### config.mk
export PLATFORM = sky130hd
export DESIGN_NAME = loop_idx_ctrl
export DESIGN_NICKNAME = d
export VERILOG_FILES = /design/src/rtl/loop_idx_ctrl.sv
export SDC_FILE = /design/constraint.sdc
export NUM_CORES = 1
export LEC_CHECK = 0
export BUFFER_PORTS_ARGS = -buffer_cell sky130_fd_sc_hd__buf_2
export CAP_MARGIN = 20
export CORE_ASPECT_RATIO = 0.7
export CORE_MARGIN = 4
export CORE_UTILIZATION = 25
export DETAILED_ROUTE_END_ITERATION = 12
export PLACE_DENSITY = 0.39
export SYNTH_ARGS = -nofsm -noshare
export SYNTH_HDL_FRONTEND = slang
export SYNTH_SLANG_ARGS = --single-unit
### constraint.sdc
create_clock -name clk -period 8.99 [get_ports clk]
set_input_delay 1.798 -clock clk [delete_from_list [all_inputs] [get_ports clk]]
set_output_delay 1.798 -clock clk [all_outputs]
set_load 0.03 [all_outputs]
### src/rtl/loop_idx_ctrl.sv
// loop_idx_ctrl: two-level loop index controller for the convolution datapath.
// Latches the inner loop size and the pass count on start, steps the inner
// index on each en_i and wraps into the outer pass counter. All flags are
// registered.
// Optional build macro: LOOP_IDX_ABORT_EN adds abort_i / aborted_o.
//
// state | meaning
// ------+-------------------------------------------------
// IDLE  | waiting for start_i; idx/pass hold last values
// RUN   | iterating; en_i advances the index
// DONE  | one-cycle completion state, done_o high
module loop_idx_ctrl #(
  parameter int IDX_W  = 5,
  parameter int PASS_W = 5
) (
  input  logic              clk,
  input  logic              rst,
  input  logic              start_i,
  input  logic              en_i,
  input  logic [IDX_W-1:0]  size_i,
  input  logic [PASS_W-1:0] passes_i,
`ifdef LOOP_IDX_ABORT_EN
  input  logic              abort_i,
  output logic              aborted_o,
`endif
  output logic [IDX_W-1:0]  idx_o,
  output logic [PASS_W-1:0] pass_o,
  output logic              last_o,
  output logic              wrap_o,
  output logic              busy_o,
  output logic              done_o
);

  typedef enum logic [1:0] {S_IDLE, S_RUN, S_DONE} state_t;

  state_t             state_q, state_d;
  logic [IDX_W-1:0]   size_q, size_d;
  logic [PASS_W-1:0]  passes_q, passes_d;
  logic [IDX_W-1:0]   idx_q, idx_d;
  logic [PASS_W-1:0]  pass_q, pass_d;
  logic               last_q, last_d;
  logic               wrap_q, wrap_d;
  logic               busy_q, busy_d;
  logic               done_q, done_d;
  logic               aborted_q, aborted_d;

  logic               abort_w;
  logic [IDX_W-1:0]   idx_tc;
  logic [PASS_W-1:0]  pass_tc;

`ifdef LOOP_IDX_ABORT_EN
  assign abort_w = abort_i;
`else
  assign abort_w = 1'b0;
`endif

  // Terminal counts; size/passes of 0 never reach RUN, so no underflow matters.
  assign idx_tc  = size_q - IDX_W'(1);
  assign pass_tc = passes_q - PASS_W'(1);

  // Next-state and next-output computation.
  always_comb begin
    state_d   = state_q;
    size_d    = size_q;
    passes_d  = passes_q;
    idx_d     = idx_q;
    pass_d    = pass_q;
    wrap_d    = 1'b0;
    aborted_d = 1'b0;
    case (state_q)
      S_IDLE: begin
        if (start_i) begin
          size_d   = size_i;
          passes_d = passes_i;
          idx_d    = '0;
          pass_d   = '0;
          if (size_i == '0 || passes_i == '0) state_d = S_DONE;
          else                                state_d = S_RUN;
        end
      end
      S_RUN: begin
        if (abort_w) begin
          state_d   = S_IDLE;
          idx_d     = '0;
          pass_d    = '0;
          aborted_d = 1'b1;
        end else if (en_i) begin
          if (idx_q != idx_tc) begin
            idx_d = idx_q + IDX_W'(1);
          end else if (pass_q != pass_tc) begin
            idx_d  = '0;
            pass_d = pass_q + PASS_W'(1);
            wrap_d = 1'b1;
          end else begin
            state_d = S_DONE;
          end
        end
      end
      S_DONE:  state_d = S_IDLE;
      default: state_d = S_IDLE;
    endcase
    busy_d = (state_d == S_RUN);
    done_d = (state_d == S_DONE);
    // last is derived from next-state values so it lines up with idx_o.
    last_d = (state_d == S_RUN) && (idx_d == (size_d - IDX_W'(1)));
  end

  // State, latched configuration and registered outputs.
  always_ff @(posedge clk) begin
    if (rst) begin
      state_q   <= S_IDLE;
      size_q    <= '0;
      passes_q  <= '0;
      idx_q     <= '0;
      pass_q    <= '0;
      last_q    <= 1'b0;
      wrap_q    <= 1'b0;
      busy_q    <= 1'b0;
      done_q    <= 1'b0;
      aborted_q <= 1'b0;
    end else begin
      state_q   <= state_d;
      size_q    <= size_d;
      passes_q  <= passes_d;
      idx_q     <= idx_d;
      pass_q    <= pass_d;
      last_q    <= last_d;
      wrap_q    <= wrap_d;
      busy_q    <= busy_d;
      done_q    <= done_d;
      aborted_q <= aborted_d;
    end
  end

  assign idx_o  = idx_q;
  assign pass_o = pass_q;
  assign last_o = last_q;
  assign wrap_o = wrap_q;
  assign busy_o = busy_q;
  assign done_o = done_q;
`ifdef LOOP_IDX_ABORT_EN
  assign aborted_o = aborted_q;
`else
  logic unused_aborted;
  assign unused_aborted = aborted_q;
`endif

endmodule

==> results by group <==
Clock network
  • Postcts setup bufs: 0
  • Clock latency on the worst-skew pair: approximately 0.27 ns
  • CTS tree: done
  • TritonCTS buffer count: 3
  • Clk sinks: 26
  • Post_cts resized: 0
  • Hold_buf cts: 0
  • Clock transition at path regs: 0.09 ns
  • Clock buffer depth: 2
  • CTS Root Cell: clkbuf_8
  • H-tree lvl count: 1

Timing
  • Setup TNS Final: 0 ns
  • Slew margin rel.: around three fifths
  • Max Freq: 0.229 GHz
  • Hold Vio Cnt, Final: 0
  • RSZ-0062 raised after global routing: no
  • Max Clock Skew: 0.00341 ns
  • Final setup fails: 0
  • Fin crit share: 48.6%
  • Final Slew Violations: 0
  • Minimum clock period: 4.37 ns
  • Slew @ Worst Pin: 0.609 ns

Routing
  • Drt initial violations: 97
  • DRC viols: 0
  • Vias: 1,455
  • TritonRoute pass-1 iters: 4
  • Routed WL: 4770 um
  • Routed len/inst: 15.6 um
  • Post-DR vias/cell: 4.77
  • ANT nets after route: 0

Synth
  • Post-synthesis sequential element count: 26
  • Synthesized area: around 0.0017 mm^2
  • EDFF count, synth: 0
  • Top_reg_cell synth: dfxtp_1
  • Async set or reset register ratio after synthesis: 0%
  • Cells after synthesis: 191
  • Area share of the largest cell type after synthesis: 31.4%
  • Yosys top cell by area: dfxtp_1
  • Syn avg cell area: 8.67 um^2
  • Dominant cells by area after synthesis: dfxtp_1 (31%), xnor2_1 (6.9%), nand2_1 (4.8%), nor2_1 (4.5%), xor2_1 (4.2%)
  • Synth cell types: 56
  • Seq/Total Area, Yosys: 31.4%
  • Count leader, synth: dfxtp_1
  • Yosys warnings: 0
  • Post-synth top cells: dfxtp_1 (26), nand2_1 (21), nor2_1 (20)
  • Mapped Nets: 210

Final layout
  • Layout cell share with drive strength beyond 1: 19.2%
  • Area Overhead vs Synth: 16.1%
  • Ant. Diodes: 0
  • Post-layout util: 30.4%
  • Nets: 234

Global route
  • Met2 track demand over resource: 13.7%
  • Total global routing overflow: 0
  • M3 GR Usage: 3.13%
  • Gr usage total: around an eighth
  • GR peak layer: met1
  • First-pass GRT wire length: 7850 um
  • Largest net degree at the start of global routing: 26
  • Met1 global-route usage: 21.7%
  • Initial antenna violation count: 0
  • Number of global-route vias before repair: 1,373

Setup path
  • Critical-path maximum fanout: 12
  • Worst setup EP type: flip-flop
  • Critical Path AT: 4.56 ns
  • Startpoint types: input port
  • CP Class: input port to flip-flop
  • Critical Path RT: 9.18 ns

Power and ir drop
  • Worst VDD drop: 0.0578 mV
  • Power density cells: around 140 mW/mm^2
  • P_leak: 0.773 nW

Placed design
  • Port Buffers: 27
  • GP Congestion: 0.782
  • HPWL Detailed: between 3000 and 4000 um

Floorplanning
  • Die area: 0.00801 mm^2
  • Die Span X: 105 um
  • Total core area: 0.00634 mm^2
  • IO Count: 28
  • Initial Utilization: roughly a quarter
  • Chip height: 76.1 um
  • # rows: 24

Min path
  • Hold WC Path Type: flip-flop to flip-flop

Run
  • Max Cap Viol: 0

Run status
  • Outcome: finished clean
==> cells by family (layout without fill, tap and decap cells) <==
| kind of cell | Yosys count | after routing | synth area share (%) |
|---|---|---|---|
| DFF | 26 | 26 | 31.4 |
| AOI/OAI and AO/OA | 44 | 44 | 19.5 |
| adders and majority gates | 5 | 5 | 3.78 |
| buffers and inverters | 15 | 38 | 4.38 |
| muxes | 5 | 5 | 3.02 |
| and+or+nand+nor | 73 | 73 | 24.0 |
| xor gates and xnor gates | 23 | 23 | 13.9 |
==> registers in the layout, indices dropped and copies added, names as in the netlist <==
register	count
passes_q	5
pass_o	5
state_q	2
wrap_o	1
last_o	1
idx_o	5
done_o	1
size_q	5
busy_o	1
==> cell usage in the layout (no fill, tap or decap), types with 4 or more instances in the layout <==
cell and instances:
xor2_1 8, buf_2 27, dfxtp_1 26, nor3_1 4, inv_1 6, ha_1 5, a21oi_1 13, nor2_1 20
clkbuf_8 4, o31ai_1 5, nand2_1 21, mux2i_1 5, xnor2_1 13
==> critical path: stages <==
cell and delay [ns]:
buf_2 0.09, or3b_1 0.55, a21boi_1 0.40, ha_1 0.27, nor3b_1 0.27, xnor2_1 0.24, a22oi_1 0.17, a32oi_1 0.23
o211a_1 0.16, nand4_1 0.10, nor4_2 0.27
==> report_power, final <==
group | switching, mW | internal (mW)
logic | 0.0423 | 0.0287
clock network | 0.0391 | 0.0392
registers | 0.00659 | 0.120
==> area by class of cell <==
type / instances / area, um^2
fill: 686 / 4410
tap: 91 / 114
sequential: 26 / 520
timing repair buffer: 28 / 143
multi-input combinational: 150 / 1070
clock buffer: 4 / 55.1
inverter: 6 / 22.5
==> per-layer routing <==
layer / vias up / wire [um]
met4: 0 / 13
li1: 741 / -
met2: 41 / 1620
met3: 2 / 311
met1: 671 / 2830
met5: - / 0
==> per-stage QoR <==
stage	instances	setup slack [ns]	total power [mW]	cell area [um^2]	hold WS, ns
after floorplan	191	4.84	0.181	1660	0.450
after global placement	301	4.50	0.201	1870	0.502
after detailed placement	301	4.35	0.200	1870	0.492
after CTS	305	4.64	0.280	1920	0.506
after global routing	305	4.35	0.292	1920	0.536
final	305	4.62	0.276	1920	0.507
==> final timing paths <==
path,from,end,slack (ns),depth (start not counted)
min,passes_q[3]$_SDFFE_PP0P_,passes_q[3]$_SDFFE_PP0P_,0.51,2
max,start_i,last_o$_SDFF_PP0_,4.62,11
min reg2reg,passes_q[3]$_SDFFE_PP0P_,passes_q[3]$_SDFFE_PP0P_,0.51,2
max reg2reg,state_q[1]$_SDFF_PP0_,last_o$_SDFF_PP0_,5.82,10
No activity file was read; power rests on OpenSTA's default activity.
